<file path="config.mk">
export PLATFORM = sky130hd
export DESIGN_NAME = branch_predict_ctrl
export DESIGN_NICKNAME = d
export VERILOG_FILES = /design/src/rtl/branch_predict_ctrl.sv
export SDC_FILE = /design/constraint.sdc
export NUM_CORES = 1
export LEC_CHECK = 0
export ABC_AREA = 1
export ABC_CLOCK_PERIOD_IN_PS = 1800
export CAP_MARGIN = 10
export CORE_MARGIN = 2
export CORE_UTILIZATION = 30
export DETAILED_ROUTE_END_ITERATION = 8
export PLACE_DENSITY_LB_ADDON = 0.05
export SKIP_LAST_GASP = 1
export SYNTH_ARGS = -nofsm -noshare
export SYNTH_HDL_FRONTEND = slang
export SYNTH_SLANG_ARGS = --single-unit
</file>
<file path="constraint.sdc">
create_clock -name clk -period 1.8 [get_ports clk]
set_input_delay 0.18 -clock clk [delete_from_list [all_inputs] [get_ports clk]]
set_output_delay 0.18 -clock clk [all_outputs]
set_load 0.05 [all_outputs]
</file>
<file path="src/rtl/branch_predict_ctrl.sv">
// Branch predictor/resolver: 2-bit saturating BHT lookup for fetch, branch/jump
// resolution with registered redirect, and saturating branch/mispredict statistics.
module branch_predict_ctrl #(
  parameter int PC_W  = 32,
  parameter int IDX_W = 6,
  parameter int CNT_W = 16
) (
  input  logic             clk,
  input  logic             rst_n,
  input  logic [PC_W-1:0]  pc_if,
  output logic             pred_taken_if,
  input  logic             res_valid,
  input  logic [3:0]       pcctrl,
  input  logic [1:0]       comp_out,
  input  logic [PC_W-1:0]  pc_id,
  input  logic [PC_W-1:0]  target,
  input  logic             pred_taken_id,
  output logic             redirect,
  output logic [PC_W-1:0]  redirect_pc,
  output logic [CNT_W-1:0] branch_cnt,
  output logic [CNT_W-1:0] mispred_cnt
);

  localparam int BHT_N = 2 ** IDX_W;

  logic [1:0]       bht_q [BHT_N];
  logic             redirect_q, redirect_d;
  logic [PC_W-1:0]  redirect_pc_q, redirect_pc_d;
  logic [CNT_W-1:0] branch_cnt_q, branch_cnt_d;
  logic [CNT_W-1:0] mispred_cnt_q, mispred_cnt_d;

  logic             ev_s;
  logic             actual_s;
  logic             bht_we_s;
  logic [IDX_W-1:0] upd_idx_s;
  logic [1:0]       bht_wdata_s;

  function automatic logic [CNT_W-1:0] sat_inc(input logic [CNT_W-1:0] v);
    return (&v) ? v : v + {{(CNT_W-1){1'b0}}, 1'b1};
  endfunction

  function automatic logic [1:0] bht_train(input logic [1:0] v, input logic taken);
    if (taken) return (v == 2'd3) ? 2'd3 : v + 2'd1;
    else       return (v == 2'd0) ? 2'd0 : v - 2'd1;
  endfunction

  // Lookup reads the registered table, so a same-cycle update is not bypassed.
  assign pred_taken_if = bht_q[pc_if[IDX_W+1:2]][1];
  assign redirect      = redirect_q;
  assign redirect_pc   = redirect_pc_q;
  assign branch_cnt    = branch_cnt_q;
  assign mispred_cnt   = mispred_cnt_q;

  // Resolution: outcome, BHT training, redirect and statistics next-state.
  always_comb begin
    ev_s          = res_valid & ~redirect_q;
    upd_idx_s     = pc_id[IDX_W+1:2];
    actual_s      = 1'b0;
    bht_we_s      = 1'b0;
    bht_wdata_s   = bht_q[upd_idx_s];
    redirect_d    = 1'b0;
    redirect_pc_d = redirect_pc_q;
    branch_cnt_d  = branch_cnt_q;
    mispred_cnt_d = mispred_cnt_q;

    case (pcctrl[1:0])
      2'b00:   actual_s = (comp_out == 2'b00);
      2'b01:   actual_s = (comp_out != 2'b00);
      2'b10:   actual_s = (comp_out == 2'b01);
      2'b11:   actual_s = (comp_out != 2'b01);
      default: actual_s = 1'b0;
    endcase

    if (ev_s && pcctrl[3]) begin
      bht_we_s     = 1'b1;
      bht_wdata_s  = bht_train(bht_q[upd_idx_s], actual_s);
      branch_cnt_d = sat_inc(branch_cnt_q);
      if (actual_s != pred_taken_id) begin
        mispred_cnt_d = sat_inc(mispred_cnt_q);
        redirect_d    = 1'b1;
        redirect_pc_d = actual_s ? target : pc_id + PC_W'(3'd4);
      end else begin
        redirect_d = 1'b0;
      end
    end else if (ev_s && pcctrl[2]) begin
      mispred_cnt_d = sat_inc(mispred_cnt_q);
      redirect_d    = 1'b1;
      redirect_pc_d = target;
    end else begin
      redirect_d = 1'b0;
    end
  end

  // State registers; reset reinitialises every BHT entry to weakly not-taken.
  always_ff @(posedge clk or negedge rst_n) begin
    if (!rst_n) begin
      for (int i = 0; i < BHT_N; i++) bht_q[i] <= 2'b01;
      redirect_q    <= 1'b0;
      redirect_pc_q <= '0;
      branch_cnt_q  <= '0;
      mispred_cnt_q <= '0;
    end else begin
      if (bht_we_s) bht_q[upd_idx_s] <= bht_wdata_s;
      redirect_q    <= redirect_d;
      redirect_pc_q <= redirect_pc_d;
      branch_cnt_q  <= branch_cnt_d;
      mispred_cnt_q <= mispred_cnt_d;
    end
  end

endmodule
</file>
== Word-level counts from Yosys, hierarchy flattened ==
Index checks and enable logic that the tools add are counted.

* Order comparisons: 3
* Bitwise gates (word level): 5
* Equal/unequal tests: 8
* Reductions and logical operators: 12
* Mux-type cells: 26
* Add/subtract/negate cells: 5

{| class="wikitable"
|+ Operators by type and width
! kind !! number
|-
| 128-bit bitwise mux || 1
|-
| 32-bit two-way mux || 4
|-
| 16-bit two-way mux || 4
|-
| 16-bit by 1-bit adder with 16-bit output, second input constant || 2
|-
| 32-bit by 3-bit adder with 32-bit output, second input constant || 1
|-
| 16-bit AND reduction || 2
|-
| 2-bit binary-select mux with 6-bit select || 2
|-
| 2-bit two-way mux || 9
|-
| 7-bit greater-or-equal comparator, second input constant || 2
|-
| 6-bit NOT with 7-bit output || 2
|-
| 2-bit demux with 6-bit select || 1
|-
| 7-bit by 1-bit < comparator with 1-bit output, second input constant || 1
|-
| 2-bit == test, second input constant || 3
|-
| 2-bit zero test || 3
|-
| 2-bit by 1-bit == test with 1-bit output, second input constant || 2
|-
| 1-bit two-way mux || 4
|-
| 2-bit by 1-bit inequality test with 1-bit output, second input constant || 2
|-
| 1-bit case mux with 4 select lines || 1
|-
| 2-bit AND reduction || 2
|-
| 2-bit nonzero test || 2
|-
| 1-bit logical AND || 3
|-
| 2-bit by 1-bit adder with 2-bit output, second input constant || 1
|-
| 1-bit NOT || 2
|-
| 2-bit by 1-bit subtractor with 2-bit output, second input constant || 1
|-
| 2 further kinds || 2
|}

* Flip-flop bits (word level): 193
* Word-level logic and storage cells: 127

== Longest topological paths before layout ==
Gate-level depths: netlist of run 1.

* Depth after elaboration: 9
* Gate-level depth with buffers: 20
* Gate-level depth less buffers: 15

== Worst setup path before layout of run 1 ==
No wires, ideal clock.

* Path type: register to register
* Start: register mispred_cnt_q[0] (netlist: mispred_cnt[0])
* End: register mispred_cnt_q[7] (netlist: mispred_cnt[7])
* Setup slack: -513 ps
* Cell stages (with the launch flop): 13
* Required time: 1,677 ps
* Data arrival time: 2,189 ps
* Path buffers: 0
* Period minus slack after synthesis: 2,313 ps
* Setup time: 123 ps
* Cell sequence: dfrtp_1 > ha_1 > nand3_1 > nor2_1 > nand2_1 > nor4_1 > nand4_1 > nand2_2 > clkinv_1 > nand2_1 > nor2_1 > nand2_1 > nand2_1

* Cells in the longest elaborated chain, start to end: 4
* Elaborated cells between the ends (all ways): 6
* Classes of those cells: add/sub: 1; mux: 4; reduce/logical: 1

{| class="wikitable"
|+ Ends and longest elaborated chain
! item !! RTL line !! source
|-
| start: declaration || 30 || <nowiki>logic [CNT_W-1:0] mispred_cnt_q, mispred_cnt_d;</nowiki>
|-
| start signal: assignment || 107 || <nowiki>mispred_cnt_q <= mispred_cnt_d;</nowiki>
|-
| 16-bit by 1-bit adder with 16-bit output / 16-bit AND reduction (equally long branches) || 39 || <nowiki>return (&v) ? v : v + {{(CNT_W-1){1'b0}}, 1'b1};</nowiki>
|-
| 16-bit two-way mux (*) || 39 ||
|-
| 16-bit two-way mux (on tied branches) || 85, 78 ||
|-
| 16-bit two-way mux (*) || 74 || <nowiki>if (ev_s && pcctrl[3]) begin</nowiki>
|}

Mark *: on every way between the ends. The rest lies on a longest branch, timed or not. The select of a mux whose other input is x is not followed.
A chain may end at the register's enable or synchronous reset.

== Final worst setup path of run 1 ==
* Start: register bht_q[59] (netlist bit)
* End: output pred_taken_if

* Cells in the longest elaborated chain, start to end: 3

{| class="wikitable"
|+ Ends and longest elaborated chain
! item !! RTL line !! source
|-
| start: declaration || 26 || <nowiki>logic [1:0] bht_q [BHT_N];</nowiki>
|-
| start signal: indexed assignment || 103 || <nowiki>if (bht_we_s) bht_q[upd_idx_s] <= bht_wdata_s;</nowiki>
|-
| 2-bit binary-select mux with 6-bit select || 48 || <nowiki>assign pred_taken_if = bht_q[pc_if[IDX_W+1:2]][1];</nowiki>
|-
| 2-bit two-way mux (not written as such) (2 in series) || 48 ||
|-
| end: declaration || 11 || <nowiki>output logic pred_taken_if,</nowiki>
|}

No other way between the ends. The select of a mux whose other input is x is not followed.

==> key figures, run 1 <==
Clock tree
  • Clk Latency, worst-skew pair: roughly 470 ps
  • CTS Buf Count: 17
  • Clock tree root buffer cell: clkbuf_16
  • CTS Sinks: between 150 and 200
  • CTS Buffer Depth: 2
  • H-tree depth: 4
  • CTS tree: done
  • Clk slew on worst S/H paths: about 70 ps

STA
  • Final setup skew: 9.33 ps
  • Worst-margin pin slew: 541 ps
  • Final setup margin: -405 ps
  • Setup violators final: 130
  • Max Clk Rate: roughly 450 MHz
  • Slew headroom: 64.1%
  • Final Cycle Share: 122%
  • Final Hold Viols: 0
  • RSZ-0062 raised after global routing: true
  • Max-slew violation count: 0
  • Minimum clock period: 2200 ps

Critical path
  • Critical path arrival: approximately 2000 ps
  • Capturing point of the worst reg2reg path: bht_q[91]
  • Reg2reg path depth: 14
  • FF-to-FF setup slack: -360 ps
  • R2R Path Start: bht_q[22]
  • Max Fanout on Critical Path: 2
  • Critical Path RT: around 1600 ps
  • Crit end category: output port
  • CP startpoint kind: register
  • CP Class: register to output port

Die
  • Die Height: between 200 and 250 um
  • Core area: between 30000 and 40000 sq um
  • Die ar.: just over 40000 sq um
  • I/O Pins: 172
  • Site row count: between 70 and 80
  • Initial Util: around 30%
  • Chip width: 202 um

Drt
  • WL/cell: a little under 20 um
  • DR vias: about 13000
  • Post-route ant nets: 0
  • Pre-antenna DRT Iters: 6
  • Initial detailed-routing violation count: around 930
  • DRC errors left: 0
  • Total length of routed wires: ~53 mm
  • Avg Vias per Cell: 4.89

Run
  • Max_cap viols: 0

Placement
  • Hpwl dp: roughly 35 mm
  • Gpl congestion: approximately 0.9
  • Dpl ws: -753 ps
  • Port Buffer Count: ~150

GRT
  • Total track usage: approximately a quarter
  • First-pass GRT wire length: 77.1 mm
  • Initial antenna violation count: 0
  • GR peak layer: met2
  • Met3 Use GR: under 10%
  • Overflow after GRT: 0
  • Grt met2 use: 41.0%
  • Met1 Usage GRT: approximately 34%
  • Number of global-route vias before repair: about 13000
  • Pin count of the biggest net entering global routing: 47

Logic synthesis
  • Mapped Cells: 1699
  • Yosys Warn Count: 0
  • Syn_area_per_cell: 6.90 sq um
  • Yosys cell types: 36
  • Synth Register Bits: roughly 190
  • Seq/Total Area, Yosys: between 40% and 50%
  • Post-synthesis cell area: 11700 sq um
  • Syn nets: roughly 1800

Final layout
  • Layout Nets: 2277
  • Commonest non-fill, non-tap cell in the layout: nand2_1
  • Area growth from synthesis to layout: 69.0%
  • Fill cell count: approximately 3700
  • N_diodes: 0
  • Most frequent cells in the layout: 483 x nand2_1, 281 x buf_4, 199 x inv_1
  • Layout Utilization: about half
  • Share of cells above drive strength 1: 39.2%

Status
  • Outcome: finished, violations left
  • Failing checks: negative setup slack

Pwr
  • Max IR drop VDD: just over 700 uV
  • PD cells: around 770 nW/um^2
  • P_leak: just under 9 nW

Hold path
  • Worst Hold Class: primary input to async pin
==> cell type report <==
type | instances | area [sq um] | area share, %
Multi-Input combinational cell | 1218 | 7320 | 37.0
Timing Repair Buffer | 523 | 5460 | 27.6
Sequential cell | 193 | 4920 | 24.9
Inverter | 215 | 845 | 4.26
Tap cell | 518 | 648 | 3.27
Clock buffer | 19 | 454 | 2.29
Clock inverter | 13 | 148 | 0.746
==> metal layers <==
metal | vias to the layer above | share of wire (%)
met5 | - | 0
met4 | 0 | 2.0
met3 | 56 | 4.8
met2 | 325 | 48
met1 | 6438 | 46
li1 | 6378 | -
==> flip-flops by register name (all words and copies together) (netlist names) <==
name	count
mispred_cnt	16
redirect	1
redirect_pc	32
bht_q	128
branch_cnt	16
==> report_power, final <==
| part | leakage (nW) | total [mW] | switching [mW] | internal, mW |
|---|---|---|---|---|
| combinational | 6.26 | 5.82 | 3.55 | 2.26 |
| sequential | 2.31 | 5.34 | 0.394 | 4.95 |
| clock | 0.288 | 4.10 | 1.95 | 2.16 |
| total | 8.86 | 15.3 | 5.89 | 9.37 |
==> stage by stage <==
| stage | instances | power [mW] | hold slack (ps) | cell area [sq um] | setup TNS [ps] |
|---|---|---|---|---|---|
| 2_1_floorplan | 1699 | 8.01 | -116 | 12100 | -1160 |
| 6_report | 2699 | 15.3 | 231 | 19800 | -33430 |
| 4_1_cts | 2664 | 14.9 | 225 | 18500 | -26550 |
| 3_3_place_gp | 2575 | 10.2 | 160 | 16300 | -107940 |
| 3_5_place_dp | 2575 | 10.2 | 165 | 16300 | -112360 |
| 5_1_grt | 2699 | 15.9 | 254 | 19800 | -45500 |
==> Yosys cell counts (all sizes together) <==
master / count / area share (%)
clkinv: 2 / 0.064
nand2: 549 / 18
clkbuf: 35 / 1.1
dfrtp: 129 / 28
xnor2: 11 / 0.82
inv: 213 / 6.8
o21ai: 77 / 3.3
nor2: 174 / 5.8
o31ai: 4 / 0.26
xor2: 26 / 1.9
nand3b: 5 / 0.32
or2: 13 / 0.69
o221a: 4 / 0.38
nand3: 167 / 7.2
o211ai: 17 / 1.1
dfstp: 64 / 14
o221ai: 2 / 0.15
nor3: 60 / 2.6
a31oi: 40 / 2.1
buf: 39 / 2.3
nand4: 15 / 0.80
ha: 3 / 0.32
o22ai: 6 / 0.32
nor4: 5 / 0.27
a21oi: 39 / 1.7
==> worst max path at each step <==
stage                   start              to  slack, ps  cells after the start
2_1_floorplan  mispred_cnt[0]  mispred_cnt[7]       -150                     12
3_3_place_gp         pc_id[3]       bht_q[72]       -710                     17
3_5_place_dp         pc_id[3]      bht_q[109]       -750                     13
4_1_cts             bht_q[59]   pred_taken_if       -410                      7
5_1_grt             bht_q[81]   pred_taken_if       -460                     10
6_report            bht_q[59]   pred_taken_if       -400                      7
==> what timing repair did <==
item	4_1_cts	5_1_grt
setup endpoints to repair	197	182
endpoints found under the hold margin	36	0
cloned	18	16
pin swaps	70	134
buffers inserted	42	33
gates resized for setup	257	223
hold buffers	1	0
==> critical path, stage by stage (launching register included) <==
cell and delay, ps:
dfrtp_1 450, o21ai_2 150, o22ai_1 100, o211ai_1 360, o211ai_1 170, nand3_1 120, nand2_2 70, buf_8 150
==> cells by family after synthesis <==
group           after synthesis  share of synthesized area [%]
compound gates              189                           9.29
fa+ha+maj                     3                          0.320
simple gates                988                           35.4
xor+xnor                     37                           2.77
flops                       193                           41.9
buf+inv                     289                           10.3
Power figures use the tool's default switching activity.
==> run 2, diff against run 1 <==
GPL_TIMING_DRIVEN = 0   (was unset)
==> run 2 against run 1 <==
Compared with the run above: the run still ends with negative setup slack left; hold slack got worse by 70 ps; wire length down 2.4%; clock skew rose by 8.0 ps; global-route usage down 0.25 points; critical endpoint unchanged; cell area decreased by 9.3%; maximum frequency up 2.8%.
==> key figures, run 2 (same netlist as run 1, synthesis figures left out) <==
STA
  • Final Cycle Share: 119% (-3.4 points)
  • RSZ-0062 raised after global routing: true
  • Max Clk Rate: 466 MHz (+2.8%)
  • Final setup margin: -344 ps (+61.1 ps)
  • Minimum clock period: 2140 ps (-61.1 ps)
  • Setup violators final: 128 (-1.5%)
  • Final setup skew: 17.3 ps (+8.00 ps)
  • Slew headroom: 48.0% (-16 points)
  • Setup_tns: -24670 ps (+8760 ps)
  • Max-slew violation count: 0 (unchanged)
  • Final Hold Viols: 0 (unchanged)
  • Worst-margin pin slew: 780 ps (+240 ps)
  • Hold WS: 161 ps (-69.7 ps)

GRT
  • Overflow after GRT: 0 (unchanged)
  • Initial antenna violation count: 1 (+1)
  • Number of global-route vias before repair: 12000 (-6.7%)
  • Pin count of the biggest net entering global routing: 108 (+130%)
  • First-pass GRT wire length: 75.1 mm (-2.6%)
  • Total track usage: 24.7% (-0.25 points)

Die
  • Die ar.: 40700 sq um (unchanged)
  • Chip width: 202 um (unchanged)
  • Initial Util: 30.3% (unchanged)
  • I/O Pins: 172 (unchanged)
  • Die Height: 202 um (unchanged)
  • Core area: 38600 sq um (unchanged)
  • Site row count: 72 (unchanged)

Critical path
  • Max stage delay on crit path: 300 ps (-150 ps)
  • Reg2reg path depth: 11 (-3)
  • CP Class: primary input to output port
  • R2R Path Start: bht_q[10]
  • CP startpoint kind: primary input
  • Critical Path RT: 1620 ps (about the same)
  • Capturing point of the worst reg2reg path: bht_q[115]
  • Critical path arrival: 1960 ps (-60 ps)
  • CP max stage cell: clkdlybuf4s15_2
  • Max Fanout on Critical Path: 10 (+8)
  • FF-to-FF setup slack: -270 ps (+90 ps)
  • Crit end category: output port
  • Worst path cell trace: clkdlybuf4s15_2 -> inv_2 -> clkbuf_4 -> o21ai_0 -> o22ai_1 -> nor2_1 -> o31ai_1 -> nand3b_1 -> nand2_2 -> buf_8

Final layout
  • Commonest non-fill, non-tap cell in the layout: nand2_1
  • Area growth from synthesis to layout: 53.3%
  • Layout Nets: 2077 (-8.8%)
  • Fill cell count: 3882 (+3.9%)
  • Post-Layout Cell Count: 2500 (-7.4%)
  • Most frequent cells in the layout: 498 x nand2_1, 196 x inv_1, 121 x nor2_1
  • Largest reg by FF count: bht_q
  • Max reg flops: 128 (unchanged)
  • Share of cells above drive strength 1: 31.7% (-7.5 points)

Clock tree
  • CTS Sinks: 193 (unchanged)
  • CTS Buffer Depth: 2 (unchanged)
  • H-tree depth: 4 (unchanged)
  • CTS tree: done
  • Clk Latency, worst-skew pair: 470 ps (about the same)
  • Clk slew on worst S/H paths: 80 ps (about the same)
  • Clock tree root buffer cell: clkbuf_16
  • CTS Buf Count: 17 (unchanged)

Drt
  • DRC errors left: 0 (unchanged)
  • Post-route ant nets: 0 (unchanged)
  • Total length of routed wires: 51.8 mm (-2.4%)
  • Avg Vias per Cell: 5.07 (+3.7%)
  • Initial detailed-routing violation count: 935 (+0.32%)
  • Pre-antenna DRT Iters: 6 (unchanged)
  • DR vias: 12700 (-3.9%)
  • WL/cell: 20.7 um (+5.4%)

Placement
  • Port Buffer Count: 142 (-2.1%)
  • Hpwl dp: 34.0 mm (-1.8%)
  • Placed instance count: 2360 (-8.3%)
  • Gpl congestion: 0.925 (+5.6%)
  • Dpl ws: -2090 ps (-1340 ps)

Pwr
  • P_leak: 7.81 nW (-12%)
  • Max IR drop VDD: 629 uV (-12%)
  • PnR Total Power: 14.7 mW (-3.5%)
  • PD cells: 819 nW/um^2 (+6.3%)

Run
  • Max_cap viols: 0 (unchanged)

Hold path
  • Hold-critical path depth: 4
  • Hold path endpoint: bht_q[64]
  • Worst Hold Class: primary input to register
  • Hold_sp: pc_id[7]

Status
  • Outcome: finished, violations left
  • Failing checks: negative setup slack
==> run 2: cell count changes in the layout (fill, tap and decap cells not counted), moves of 13 or more <==
cell	before	now
buf_12	51	24
nor3_4	0	13
buf_6	39	24
dlygate4sd2_1	45	65
buf_4	281	70
buf_8	8	24
nand2_1	483	498
==> run 2: worst max-delay path by stage <==
stage / startpoint / end / slack (ps) / cells past startpoint
5_1_grt: bht_q[25] / pred_taken_if / -360 / 9
3_3_place_gp: rst_n / mispred_cnt[1] / -9360 / 1
3_5_place_dp: pc_id[3] / bht_q[124] / -2090 / 12
2_1_floorplan: mispred_cnt[0] / mispred_cnt[7] / -150 / 12
6_report: pc_if[3] / pred_taken_if / -340 / 10
4_1_cts: bht_q[21] / pred_taken_if / -330 / 9
==> run 2: report_power, final <==
part           switching (mW)  total, mW  internal (mW)
clock network            1.91       4.15           2.24
logic                    3.38       5.18           1.80
registers               0.445       5.39           4.95
total                    5.73       14.7           8.99
==> run 2: cell type report <==
cell class / count / area [sq um] / share of cell area [%]
repair buffers: 251 / 2670 / 14.8
flip-flops and latches: 193 / 4920 / 27.4
plain buffers: 71 / 878 / 4.89
inverters: 215 / 846 / 4.71
clock inverters: 11 / 154 / 0.857
well taps: 518 / 648 / 3.61
diodes: 1 / 2.50 / 0.0139
repair inverters: 1 / 11.3 / 0.0627
clock buffers: 21 / 450 / 2.51
multi-input cells: 1218 / 7380 / 41.1
==> run 2: worst max-delay path, delay by kind of cell <==
kind | cells | cell delay, ps
simple gates | 3 | 310
buf+inv | 4 | 900
compound gates | 3 | 570
==> run 2: repair_timing <==
action / in CTS / in global routing
hold buffers: 1 / 0
cloned: 7 / 16
resized for setup: 318 / 324
pin swaps: 52 / 140
setup buffers: 57 / 32
endpoints found under the setup margin: 244 / 181
endpoints found under the hold margin: 44 / 0
==> run 2: routing by layer <==
metal	wire, um	global-route usage [%]	up-vias	share of wire, %
met5	0	0	-	0
met4	1420	7.12	0	2.7
met3	2710	3.24	74	5.2
met2	24900	40.5	404	48
met1	22700	34.0	6202	44
li1	-	-	5997	-
==> run 2: through the flow <==
step | instance area [sq um] | util (%)
2_1_floorplan | 12100 | -
3_3_place_gp | 14100 | 36.5
3_5_place_dp | 14200 | 36.6
4_1_cts | 16200 | 41.9
5_1_grt | 18000 | 46.5
6_report | 18000 | 46.5
==> patch, RTL diff (config.mk and constraints of run 2) <==
Put a register stage on the output `pred_taken_if`, without a reset. The value now appears one clock later. The other outputs are not delayed to match.
--- a/src/rtl/branch_predict_ctrl.sv
+++ b/src/rtl/branch_predict_ctrl.sv
@@ -46,5 +46,7 @@
 
   // Lookup reads the registered table, so a same-cycle update is not bypassed.
-  assign pred_taken_if = bht_q[pc_if[IDX_W+1:2]][1];
+  always_ff @(posedge clk) begin
+    pred_taken_if <= bht_q[pc_if[IDX_W+1:2]][1];
+  end
   assign redirect      = redirect_q;
   assign redirect_pc   = redirect_pc_q;
Check against the original RTL: not equivalent (Yosys sat finds a counterexample within 4 cycles, from zero or initial values and one cycle with rst_n low).
==> patch against run 2 <==
- the flow still finishes with violations (setup timing)
- largest power group unchanged
- clock power is 4% lower
- critical endpoint is now bht_q[1]$_DFFE_PN0P_
- sequential cell count up 1
- via count shrank 5.1%
- cell area decreased by 8.2%
- routed wire length fell by 5.1%
- setup slack better by 0.039 ns
- combinational power is 9.3% lower
- synthesized area shrank 0.45%
- utilization decreased by 3.7 points
- cell count down 2.6%
- non-clock buffer count decreased by 51
- total power shrank 4.7%
==> patch: results <==
[run_status]
outcome = "finished, violations left"
violations = "setup timing"

[setup_path]
cp.arrival_ns = 2.43
cpMaxStageDelayCell = "dfstp_2"
crit_type = "reg -> reg"
timing.rr.start = "bht_q[74]$_DFFE_PN1P_"
max_stage_delay_ns = 0.37
crit_end = "bht_q[1]$_DFFE_PN0P_"
crit_family = "simple AND/OR/NAND/NOR gates"

[clocking]
postCtsResizedCells = 158
cts_setup_buffers = 25

[place]
dp_slack_ns = -1.93
portBuffers = 144
dpl-instance-area_sq_mm = 0.0139
place.gp.congestion = 0.936
dp_cells = 2349
dp_hpwl_mm = 34.0

[yosys]
ys_types = 41
ys_async_sr_fraction_pct = 99.5
synth_seq_area_share_pct = 42.3
synth_fp_nets = 1795

[sta]
skew_ns = 0.0157
setup_viol = 132
setup_ws_ns = -0.305

[final_layout]
nets = 2012
drive_above_1_share_pct = 22.1
n_fill_cell = 4050

[pwr]
p_switching_mw = 5.29
peakVddDrop_mv = 0.775
leakage_nw = 7.88
pg_comb_mw = 4.70
pwr-share-comb_pct = 33.5
clk-power_mw = 3.98

[global_routing]
grtUsageTotal_pct = 24.3
antenna_found_initial = 0
grt_start_max_net_pins = 110
grt_pass1_wl_mm = 73.8

[route]
vias = 12000
routed_wl_mm = 49.2
via_per_inst = 4.94

[worst_hold_path]
min_to = "redirect_pc[6]$_DFFE_PN0P_"
[patch: cell types whose count changed in the layout (fill, tap and decap cells not counted), moves of 29 or more]
cell / run 2 / this run
buf_4: 70 / 39
dlygate4sd2_1: 65 / 0
dlymetal6s2s_1: 3 / 68
nand2_1: 498 / 527
nand3_1: 61 / 97
nand3_2: 96 / 61
nor3_1: 11 / 41
[patch: layout make-up]
type,count,share of cell area (%)
timing repair buffer,199,14.2
multi-input combinational,1209,39.3
inverter,210,4.88
buffer,72,4.19
sequential,194,29.9
clock buffer,20,2.77
tap,518,3.93
clock inverter,12,0.789
[patch: cells by family after synthesis]
group | synth area share, %
and+or+nand+nor | 35.1
adders and majority gates | 0.322
xor gates and xnor gates | 3.15
AOI/OAI and AO/OA | 9.15
buffers and inverters | 10.0
DFF | 42.3
[patch: layer usage]
layer	global-route usage (%)	routed length, um
met3	5.05	3160
met1	33.6	22600
met2	38.6	22500
met4	6.17	858
met5	0	0
